===== src/rtl/arb_req_agent.sv =====
// arb_req_agent: per-master command holder that requests a 4-input arbiter and streams the granted burst
module arb_req_agent #(
  parameter int LEN_W = 4
) (
  input  logic               arb_clk,
  input  logic               arb_rst_n,
  input  logic [3:0]         cmd_valid,
  output logic [3:0]         cmd_ready,
  input  logic [4*LEN_W-1:0] cmd_len,
  output logic               arb_req0,
  output logic               arb_req1,
  output logic               arb_req2,
  output logic               arb_req3,
  input  logic [1:0]         arb_gnt,
  input  logic               arb_gnt_vld,
  output logic               xfer_valid,
  input  logic               xfer_ready,
  output logic [1:0]         xfer_id,
  output logic [LEN_W-1:0]   xfer_beat,
  output logic               xfer_last,
  output logic [3:0]         done
);
  typedef enum logic [1:0] {IDLE, BURST, GAP} state_t;
  state_t                  state_q, state_d;
  logic [3:0]              pending_q, pending_d;
  logic [3:0]              done_q, done_d;
  logic [3:0][LEN_W-1:0]   len_q, len_d;
  logic [1:0]              owner_q, owner_d;
  logic [LEN_W-1:0]        beat_q, beat_d;
  logic                    last;
  assign last       = beat_q == len_q[owner_q];
  assign cmd_ready  = ~pending_q;
  assign {arb_req3, arb_req2, arb_req1, arb_req0} = pending_q;
  assign xfer_valid = state_q == BURST;
  assign xfer_id    = xfer_valid ? owner_q : '0;
  assign xfer_beat  = xfer_valid ? beat_q : '0;
  assign xfer_last  = xfer_valid && last;
  assign done       = done_q;
  // command capture plus IDLE/BURST/GAP sequencing; the owner is locked until its last beat
  always_comb begin
    state_d   = state_q;
    pending_d = pending_q;
    len_d     = len_q;
    owner_d   = owner_q;
    beat_d    = beat_q;
    done_d    = '0;
    for (int i = 0; i < 4; i++) begin
      if (cmd_valid[i] && !pending_q[i]) begin
        pending_d[i] = 1'b1;
        len_d[i]     = cmd_len[i*LEN_W +: LEN_W];
      end
    end
    case (state_q)
      IDLE: begin
        if (arb_gnt_vld && pending_q[arb_gnt]) begin
          owner_d = arb_gnt;
          beat_d  = '0;
          state_d = BURST;
        end
      end
      BURST: begin
        if (xfer_ready) begin
          if (last) begin
            pending_d[owner_q] = 1'b0;
            done_d[owner_q]    = 1'b1;
            state_d            = GAP;
          end else begin
            beat_d = beat_q + 1'b1;
          end
        end
      end
      default: state_d = IDLE;
    endcase
  end
  // state registers, cleared immediately on reset so a partial burst is dropped
  always_ff @(posedge arb_clk or negedge arb_rst_n) begin
    if (!arb_rst_n) begin
      state_q   <= IDLE;
      pending_q <= '0;
      done_q    <= '0;
      len_q     <= '0;
      owner_q   <= '0;
      beat_q    <= '0;
    end else begin
      state_q   <= state_d;
      pending_q <= pending_d;
      done_q    <= done_d;
      len_q     <= len_d;
      owner_q   <= owner_d;
      beat_q    <= beat_d;
    end
  end
endmodule

===== config.mk =====
export PLATFORM = sky130hd
export DESIGN_NAME = arb_req_agent
export DESIGN_NICKNAME = d
export VERILOG_FILES = /design/src/rtl/arb_req_agent.sv
export SDC_FILE = /design/constraint.sdc
export NUM_CORES = 1
export LEC_CHECK = 0
export ABC_AREA = 1
export BUFFER_PORTS_ARGS = -buffer_cell sky130_fd_sc_hd__buf_2
export CORE_MARGIN = 3
export CORE_UTILIZATION = 35
export CTS_BUF_LIST = sky130_fd_sc_hd__clkbuf_8
export DETAILED_ROUTE_END_ITERATION = 12
export GPL_TIMING_DRIVEN = 0
export PLACE_DENSITY = 0.66
export SLEW_MARGIN = 20
export SYNTH_ARGS = -nofsm -noshare
export SYNTH_HDL_FRONTEND = slang
export SYNTH_SLANG_ARGS = --single-unit

===== constraint.sdc =====
create_clock -name arb_clk -period 2 [get_ports arb_clk]
set_clock_uncertainty 0.15 [all_clocks]
set_input_delay 0.1 -clock arb_clk [delete_from_list [all_inputs] [get_ports arb_clk]]
set_output_delay 0.1 -clock arb_clk [all_outputs]
set_load 0.02 [all_outputs]

==> results by group, run 1 <==
Run status
  – Outcome: finished, final reports clean

Detailed routing
  – DRC viols: 0
  – Vias per cell: 4.62
  – Total routed wirelength: 3680 µm
  – TritonRoute pass-1 iters: 4
  – ANT nets after route: 0
  – Vias after detailed routing: about 1500
  – DRT iter0 DRCs: just over 80
  – Routed len/inst: around 12 µm

Global routing
  – Global-route wire length before repair: around 6300 µm
  – GR Util All Layers: between 10% and 20%
  – Number of global-route vias before repair: 1468
  – GRT Residual Overflow: 0
  – Largest net degree at the start of global routing: 33
  – Initial antenna violation count: 0

Yosys
  – Top cells by area, synth: dfrtp_1 50%, nand2_1 16%, mux2_2 11%
  – Yosys top cell area share: approximately half
  – Synth Warn #: 0
  – Synth Register Bits: 32
  – Mean Syn Cell Area: roughly 8.7 µm²
  – Synth unique cells: 22
  – Synth cell count leaders: 70 x nand2_1, 32 x dfrtp_1, 20 x nor2_1, 16 x mux2_2, 12 x inv_1
  – Number of synthesized flops with an enable pin: 0
  – Mapped cell area: about 1600 µm²
  – Syn Nets: 211
  – Ys async rst share: between 90% and 100%
  – Area leader, netlist: dfrtp_1
  – Top FF cell, synth: dfrtp_1
  – Sequential area share after synthesis: 49.8%
  – Most frequent cell after synthesis: nand2_1
  – Mapped Cells: ~180

Finish
  – Area growth, synth to finish: 44.8%
  – Final net count: just under 300
  – Final core occ: 53.1%
  – ANT cells: 0
  – Fill cells: 413
  – Ratio of cells with drive above 1 in the final layout: ~40%
  – Fin area: 2330 µm²

Clocking
  – H-tree Lvls: 2
  – TritonCTS Buffers: 5
  – Clock Latency Late Sink: roughly 0.28 ns
  – Clock buffer depth: 2
  – Clock root cell: clkbuf_8
  – Sink Count: 32
  – CTS clk-pin slew, worst paths: 0.07 ns
  – CTS tree: built

Floorplan
  – I/O pins: 46
  – FP Rows: 24
  – Area of the die: 5440 µm²
  – Core ar.: 4380 µm²
  – Die height: around 74 µm
  – Initial Util: 36.6%
  – Die width: 73.8 µm

Setup path
  – Worst setup SP type: register
  – CP Data Arrival Time: 1.64 ns
  – CP Buf/Inv Count: 4
  – Worst-path cell chain: inv_2 -> buf_6 -> nand2_2 -> nand2_2 -> nand2_2 -> nand2_1 -> nand2_1 -> nand2_2 -> nor2_4 -> nand3_4 -> inv_2 -> buf_6
  – Reg-to-reg endpoint: pending_q[3]
  – Library cell appearing most often on the critical path: nand2_2
  – CP endpoint kind: output pin
  – Reg2reg start: owner_q[0]
  – CP Data Required Time: 1.75 ns
  – Largest stage delay, worst path: between 0.3 and 0.4 ns
  – CP delay by family, top: simple AND/OR/NAND/NOR gates
  – Setup slack, reg-to-reg: about 0.19 ns
  – Crit path max fanout: 5
  – Path depth of the worst reg2reg path: 13
  – Worst Path Class, Setup: reg2out
  – Slowest CP cell: dfrtp_1

Timing
  – Period utilisation layout: between 90 and 100%
  – Final setup viols: 0
  – Fin crit period: roughly 1.9 ns
  – Fmax: between 500 and 600 MHz
  – Slew @ Worst Pin: between 0.7 and 0.8 ns
  – RSZ-0062 raised after global routing: true
  – Final hold vios: 0
  – Max-slew headroom: 53.1%
  – Fin worst setup slack: between 0.1 and 0.15 ns
  – Slew Viols, Final: 0
  – Post-route setup TNS: 0 ns

Pwr
  – Worst vdd ir: 0.000632 V
  – Lkg Pwr: approximately 1.2 nW
  – Pwr Density: about 1400 nW/µm²

Worst hold path
  – Worst hold endpoint: state_q[1]
  – HP Class: in2reg
  – Hold Crit Depth: 3
  – Hold_sp: xfer_ready

Placed design
  – Placement Setup Slack: about 0.25 ns
  – GP Congestion: around 0.86
  – DP HPWL: approximately 2700 µm
  – PortBufs: 45
  – DP Area: 1900 µm²

Run
  – Maxcap violations: 0
-- worst max-delay path by stage --
stage	from	endpoint	slack (ns)	cells after the start
detailed placement	owner_q[0]	pending_q[3]	0.25	11
global route	owner_q[0]	xfer_last	0.003	12
finish	owner_q[0]	xfer_last	0.11	12
global placement	owner_q[0]	pending_q[3]	0.29	11
CTS	owner_q[0]	xfer_last	0.02	11
floorplan	pending_q[1]	beat_q[0]	0.32	11
-- area by class of cell --
class	instances	area (µm²)	share of cell area, %
flip-flops and latches	32	802	34.5
multi-input cells	135	781	33.6
repair buffers	76	522	22.4
clock buffers	5	68.8	2.96
well taps	52	65.1	2.80
inverters	15	56.3	2.42
plain buffers	2	22.5	0.968
clock inverters	2	8.76	0.377
-- power by group --
group          internal [W]  switching (W)
combinational      0.000748        0.00101
sequential         0.000885       0.000166
clock              0.000231       0.000221
-- repair_timing --
item | CTS | global route
pin swaps | 2 | 6
resized for setup | 0 | 22
hold buffers | 23 | 0
setup buffers | 2 | 5
setup endpoints to repair | 1 | 6
gates cloned | 0 | 1
endpoints found under the hold margin | 54 | 0
-- through the flow --
step | total power [W] | instances | hold slack, ns
5_1_grt | 0.00354 | 319 | 0.0120
2_1_floorplan | 0.00211 | 184 | -0.346
3_3_place_gp | 0.00244 | 281 | 0.0382
3_5_place_dp | 0.00247 | 281 | 0.0458
6_report | 0.00326 | 319 | 0.00236
4_1_cts | 0.00306 | 313 | 0.00373
-- logic make-up (layout without fill, tap and decap cells) --
kind of cell / Yosys count / after routing / synth area share (%)
xor+xnor: 2 / 2 / 1.09
compound gates: 5 / 5 / 1.71
flops: 32 / 32 / 49.8
simple gates: 111 / 111 / 30.7
fa+ha+maj: 1 / 1 / 0.779
buf+inv: 17 / 100 / 4.67
mux: 16 / 16 / 11.2
-- cell usage in the layout (no fill, tap or decap), types with 2 or more instances in the layout --
| cell type | n |
|---|---|
| a21oi_1 | 3 |
| buf_2 | 44 |
| buf_4 | 8 |
| buf_6 | 3 |
| clkbuf_8 | 5 |
| dfrtp_1 | 31 |
| dlygate4sd3_1 | 23 |
| inv_1 | 12 |
| inv_2 | 4 |
| mux2_2 | 16 |
| nand2_1 | 57 |
| nand2_2 | 14 |
| nand3_1 | 6 |
| nand3_2 | 2 |
| nand4_1 | 2 |
| nor2_1 | 20 |
| nor2_2 | 4 |
| nor2_4 | 3 |
-- layer usage --
layer / vias up / share of wire [%] / global-route usage (%)
li1: 741 / - / -
met1: 691 / 45 / 18.4
met2: 38 / 48 / 25.3
met3: 4 / 5.6 / 4.79
met4: 0 / 1.5 / 4.43
met5: - / 0 / 0
-- registers in the layout, summed over array words and instances, names as in the netlist --
name and flops:
beat_q 4, owner_q 2, pending_q 4, len_q 16, state_q 2, done 4
-- worst reg2reg max path: stages (launching register included) --
cell	delay, ns
dfrtp_1	0.38
inv_2	0.07
buf_6	0.13
nand2_2	0.05
nand2_2	0.05
nand2_2	0.06
nand2_1	0.05
nand2_1	0.07
nand2_2	0.07
nor2_4	0.15
buf_4	0.15
nand4_4	0.12
nor2_2	0.14
nor2_1	0.05
No activity file was read; power rests on OpenSTA's default activity.
==> run 2: changes to the inputs <==
- CORE_UTILIZATION: 35 -> 53
- GPL_TIMING_DRIVEN: 0 -> 1
- PLACE_DENSITY: 0.66 -> 0.89
- SLEW_MARGIN: 20 -> not set
==> results by group, run 2 (synthesis results as in run 1) <==
Detailed routing
  – Total routed wirelength: 3960 µm (+7.8%)
  – ANT nets after route: 0 (unchanged)
  – Vias per cell: 5.17 (+12%)
  – DRT iter0 DRCs: 70 (-14%)
  – DRC viols: 0 (unchanged)
  – Vias after detailed routing: 1531 (+3.9%)
  – TritonRoute pass-1 iters: 5 (+1)
  – Routed len/inst: 13.4 µm (+16%)

Timing
  – Fmax: 517 MHz (-2.4%)
  – Max-slew headroom: 54.4% (+1.3 points)
  – Fin worst setup slack: 0.0651 ns (-0.0469 ns)
  – Slew @ Worst Pin: 0.684 ns (-0.0201 ns)
  – RSZ-0062 raised after global routing: true
  – Slew Viols, Final: 0 (unchanged)
  – Period utilisation layout: 96.7% (+2.3 points)
  – Fin crit period: 1.93 ns (+0.0469 ns)
  – Final setup viols: 0 (unchanged)
  – Final hold vios: 0 (unchanged)

Global routing
  – GR Util All Layers: 24.6% (+9.5 points)
  – Initial antenna violation count: 0 (unchanged)
  – Global-route wire length before repair: 6540 µm (+4.5%)
  – GRT Residual Overflow: 0 (unchanged)
  – Largest net degree at the start of global routing: 33 (unchanged)
  – Number of global-route vias before repair: 1487 (+1.3%)

Setup path
  – Crit path max fanout: 12 (+7)
  – CP endpoint kind: output pin
  – CP Data Required Time: 1.75 ns (about the same)
  – CP Data Arrival Time: 1.68 ns (+0.04 ns)
  – Worst setup SP type: register
  – Worst Path Class, Setup: reg2out

Pwr
  – Lkg Pwr: 1.22 nW (-1.2%)
  – Psw: 0.00140 W (+0.41%)
  – Clk pwr share: 15.7% (+1.8 points)
  – Register share of total power: 33.3% (+1.0 points)
  – Pint: 0.00185 W (-0.83%)
  – Worst vdd ir: 0.000932 V (+47%)
  – Switch share: 43.1% (+0.30 points)
  – Pwr Density: 1440 nW/µm² (+2.7%)
  – Combinational share of power: 51.0% (-2.9 points)

Clocking
  – Clock buffer depth: 2 (unchanged)
  – TritonCTS Buffers: 5 (unchanged)
  – Clock Latency Late Sink: 0.29 ns (about the same)
  – Clock root cell: clkbuf_8
  – Sink Count: 32 (unchanged)
  – CTS clk-pin slew, worst paths: 0.06 ns (about the same)
  – CTS tree: built
  – H-tree Lvls: 2 (unchanged)

Finish
  – Reg with most FFs: len_q
  – Fill cells: 194 (-53%)
  – Ratio of cells with drive above 1 in the final layout: 34.3% (-5.7 points)
  – Commonest non-fill, non-tap cell in the layout: nand2_1
  – Area growth, synth to finish: 40.6%
  – Most frequent cells in the layout: 68 x nand2_1, 44 x buf_2, 31 x dfrtp_1
  – Final core occ: 79.8% (+27 points)
  – Final net count: 291 (-1.0%)
  – Number of flip-flops in the largest register: 16 (unchanged)
  – ANT cells: 0 (unchanged)

Placed design
  – PortBufs: 45 (unchanged)
  – DP HPWL: 2620 µm (-2.4%)
  – Placement Setup Slack: 0.104 ns (-0.150 ns)
  – GP Congestion: 0.859 (+0.41%)

Worst hold path
  – HP Class: in2reg

Floorplan
  – Die height: 61.1 µm (-17%)
  – FP Rows: 19 (-21%)
  – Initial Util: 56.8% (+20 points)
  – Core ar.: 2830 µm² (-35%)
  – Die width: 61.1 µm (-17%)
  – I/O pins: 46 (unchanged)
  – Area of the die: 3730 µm² (-31%)

Run status
  – Outcome: finished, final reports clean

Run
  – Maxcap violations: 0 (unchanged)
[run 2: per-stage QoR]
step           power (W)  instance area (µm²)  TNS (ns)  cells  hold WS, ns
6_report         0.00325                 2260         0    296      0.00983
2_1_floorplan    0.00211                 1610         0    184       -0.346
3_5_place_dp     0.00243                 1850         0    258       0.0280
4_1_cts          0.00311                 2220         0    294     0.000809
3_3_place_gp     0.00239                 1850         0    258       0.0226
5_1_grt          0.00349                 2260    -0.181    296       0.0185
[run 2: power by group through the flow]
stage	clock, W	combinational, W	sequential (W)
floorplan	0	0.00107	0.00104
global placement	0	0.00131	0.00107
detailed placement	0	0.00135	0.00109
CTS	0.000516	0.00153	0.00107
global route	0.000541	0.00184	0.00111
finish	0.000511	0.00166	0.00108
[run 2: final timing paths]
| path | from | endpoint | slack, ns | cells past startpoint |
|---|---|---|---|---|
| max in group asynchronous | arb_rst_n | owner_q[0] | 0.97 | 2 |
| max reg2reg | owner_q[0] | state_q[0] | 0.12 | 14 |
| min reg2reg | len_q[2] | len_q[2] | 0.37 | 1 |
| max | owner_q[0] | xfer_last | 0.07 | 10 |
| min | arb_gnt[0] | owner_q[0] | 0.01 | 3 |
| min in group asynchronous | arb_rst_n | pending_q[3] | 0.24 | 2 |
[run 2: worst max-delay path, cell delays in order (launching register included)]
cell and delay, ns:
dfrtp_2 0.47, inv_4 0.13, nand2_1 0.07, nand2_1 0.07
nand2_1 0.07, nand3_1 0.11, nand2_2 0.08, nor2_4 0.13
nand3_4 0.08, inv_1 0.07, buf_6 0.11
[run 2: cell type report]
type / count / area [µm²] / share of cell area (%)
Clock buffer: 6 / 82.6 / 3.66
Clock inverter: 2 / 11.3 / 0.499
Sequential cell: 32 / 802 / 35.5
Tap cell: 31 / 38.8 / 1.72
Timing Repair Buffer: 75 / 522 / 23.1
Multi-Input combinational cell: 135 / 743 / 32.9
Inverter: 15 / 58.8 / 2.60
[run 2: layer usage]
| layer | global-route usage [%] | up-vias | routed length (µm) |
|---|---|---|---|
| met2 | 42.0 | 70 | 2030 |
| met4 | 10.5 | 0 | 125 |
| met1 | 28.1 | 701 | 1530 |
| met5 | 0 | - | 0 |
| met3 | 7.97 | 17 | 270 |
| li1 | - | 743 | - |
[run 2: what timing repair did]
action / CTS / global route
endpoints found under the setup margin: 1 / 1
pin swaps: 2 / 2
setup buffers: 5 / 2
gates cloned: 0 / 0
gates resized for setup: 3 / 6
hold buffers: 23 / 0
endpoints found under the hold margin: 56 / 0
==> run 3: changes to the inputs <==
- CORE_UTILIZATION: 53 -> 57
- PLACE_DENSITY: 0.89 -> 0.94
- clock period: 2 -> 2.4 ns (I/O delays scaled with it)
==> results by group, run 3 (synthesis results as in run 1) <==
Detailed routing
  – DRT iter0 DRCs: 122 (+74%)
  – Total routed wirelength: 4640 µm (+17%)
  – Routed len/inst: 16.1 µm (+21%)
  – DRC viols: 0 (unchanged)
  – TritonRoute pass-1 iters: 5 (unchanged)
  – Vias after detailed routing: 1581 (+3.3%)
  – Vias per cell: 5.51 (+6.5%)
  – ANT nets after route: 0 (unchanged)

Setup path
  – CP Buf/Inv Count: 3 (unchanged)
  – Worst Path Class, Setup: reg2out
  – Slowest CP cell: dfrtp_2
  – CP Data Required Time: 2.13 ns (+0.38 ns)
  – Path depth of the worst reg2reg path: 10 (-4)
  – Largest stage delay, worst path: 0.49 ns (+0.02 ns)
  – CP Launch Point: owner_q[0]
  – Reg-to-reg endpoint: pending_q[0]
  – CP endpoint kind: output pin
  – Reg2reg start: owner_q[0]
  – Critical path depth: 10 (unchanged)
  – CP delay by family, top: simple AND/OR/NAND/NOR gates
  – Worst-path cell chain: inv_2 -> nand2_1 -> nand2_1 -> nand2_1 -> nand3_1 -> nand2_1 -> nor2_4 -> nand3_2 -> inv_1 -> buf_2
  – CP Data Arrival Time: 1.96 ns (+0.28 ns)
  – Worst Setup EP: xfer_last
  – Worst setup SP type: register
  – Setup slack, reg-to-reg: 0.44 ns (+0.32 ns)
  – Crit path max fanout: 12 (unchanged)
  – Library cell appearing most often on the critical path: nand2_1

Worst hold path
  – HP Class: in2reg

Timing
  – Period utilisation layout: a little over 90%
  – Final hold slack: 0.0262 ns (+0.0164 ns)
  – Slew @ Worst Pin: 0.717 ns (+0.0336 ns)
  – RSZ-0062 raised after global routing: false
  – Max-slew headroom: 52.2% (-2.2 points)
  – Final hold vios: 0 (unchanged)
  – Slew Viols, Final: 0 (unchanged)
  – Post-route setup TNS: 0 ns (unchanged)
  – Fin crit period: around 2.2 ns
  – Fmax: between 400 and 500 MHz
  – Final setup viols: 0 (unchanged)

Finish
  – Fill cells: 137 (-29%)
  – Final core occ: 84.3% (+4.5 points)
  – Commonest non-fill, non-tap cell in the layout: nand2_1
  – Number of flip-flops in the largest register: 16 (unchanged)
  – Ratio of cells with drive above 1 in the final layout: 32.3% (-2.0 points)
  – Reg with most FFs: len_q
  – Final net count: 283 (-2.7%)
  – Area of the multi-input gates: 731 µm² (-1.7%)
  – Final Non-Filler Cells: 287 (-3.0%)
  – Most frequent cells in the layout: 70 x nand2_1, 45 x buf_2, 31 x dfrtp_1
  – Storage cell area: 802 µm² (unchanged)
  – ANT cells: 0 (unchanged)
  – Area growth, synth to finish: 34.7%

Global routing
  – GRT Residual Overflow: 0 (unchanged)
  – Global-route wire length before repair: 7680 µm (+17%)
  – GR Util All Layers: 31.1% (+6.5 points)
  – Number of global-route vias before repair: 1592 (+7.1%)
  – Largest net degree at the start of global routing: 33 (unchanged)
  – Initial antenna violation count: 0 (unchanged)

Run status
  – Outcome: finished, final reports clean

Placed design
  – PortBufs: 45 (unchanged)
  – GP Congestion: 0.895 (+4.2%)
  – DP HPWL: 2840 µm (+8.3%)
  – Cells after DPL: 257 (-0.39%)

Clocking
  – CTS tree: built
  – Clock buffer depth: 2 (unchanged)
  – Clock root cell: clkbuf_8
  – H-tree Lvls: 2 (unchanged)
  – Sink Count: 32 (unchanged)
  – Clock Latency Late Sink: 0.29 ns (about the same)
  – TritonCTS Buffers: 5 (unchanged)
  – CTS clk-pin slew, worst paths: 0.07 ns (about the same)
  – Post-CTS setup buffer count: 0 (-5)

Floorplan
  – Die width: 59.1 µm (-3.2%)
  – I/O pins: 46 (unchanged)
  – Core ar.: 2570 µm² (-9.2%)
  – Die height: 59.1 µm (-3.2%)
  – Area of the die: 3490 µm² (-6.3%)
  – FP Rows: 18 (-1)
  – Initial Util: 62.6% (+5.8 points)

Pwr
  – Pwr Density: 1190 nW/µm² (-18%)
  – Lkg Pwr: 1.18 nW (-3.1%)
  – Worst vdd ir: 0.000943 V (+1.1%)

Run
  – Maxcap violations: 0 (unchanged)
==> run 3: cell types whose count changed in the layout (fill, tap and decap cells not counted) <==
cell,previous run,this run
buf_4,5,0
buf_6,3,0
clkinv_2,0,2
nand2_1,68,70
nand2_2,3,1
buf_2,44,45
clkinvlp_4,1,0
dlygate4sd3_1,23,22
inv_1,13,12
inv_2,2,3
inv_4,1,0
nand3_2,0,1
nand3_4,1,0
==> run 3: report_power, final <==
group / internal, W / switching, W
logic: 0.000441 / 0.000768
registers: 0.000738 / 0.000193
clock network: 0.000228 / 0.000199
total: 0.00141 / 0.00116
==> run 3: timing repair <==
item | in CTS | in global routing
endpoints found under the setup margin | 0 | 1
endpoints found under the hold margin | 53 | 0
hold buffers | 22 | 0
resized for setup | 0 | 1
==> run 3: area by class of cell <==
type	count	area share [%]
Clock buffer	6	3.82
Clock inverter	2	0.462
Inverter	15	2.60
Multi-Input combinational cell	135	33.8
Sequential cell	32	37.1
Tap cell	30	1.73
Timing Repair Buffer	67	20.6
==> run 3: how the worst min path moves through the flow <==
| stage | slack (ns) | startpoint | cells after the start | endpoint |
|---|---|---|---|---|
| after CTS | 0.007 | arb_gnt[0] | 3 | owner_q[0] |
| after floorplan | -0.33 | arb_rst_n | 0 | beat_q[0] |
| after detailed placement | 0.05 | arb_rst_n | 1 | done[1] |
| after global placement | 0.04 | arb_rst_n | 1 | done[1] |
| after global routing | 0.02 | arb_gnt[0] | 3 | owner_q[0] |
| final | 0.03 | arb_gnt[0] | 3 | owner_q[0] |
==> run 3: worst register-to-register path: cells and delay by family, from the launching register on <==
family | cells | cell delay (ns)
buffers and inverters | 1 | 0.19
and+or+nand+nor | 9 | 1.00
DFF | 1 | 0.49
==> run 3: per-layer routing <==
| metal | global-route usage, % | vias up | wire length, µm |
|---|---|---|---|
| met5 | 0 | - | 0 |
| met4 | 18.4 | 0 | 271 |
| met3 | 10.2 | 26 | 358 |
| met2 | 50.5 | 97 | 2290 |
| met1 | 35.5 | 737 | 1720 |
| li1 | - | 721 | - |
==> run 3: through the flow <==
step                      area, µm²  power [W]  worst slack, ns
final                          2160    0.00257            0.168
after global routing           2160    0.00274           0.0464
after CTS                      2160    0.00250            0.187
after detailed placement       1850    0.00205            0.498
after global placement         1850    0.00198            0.633
after floorplan                1610    0.00176            0.722
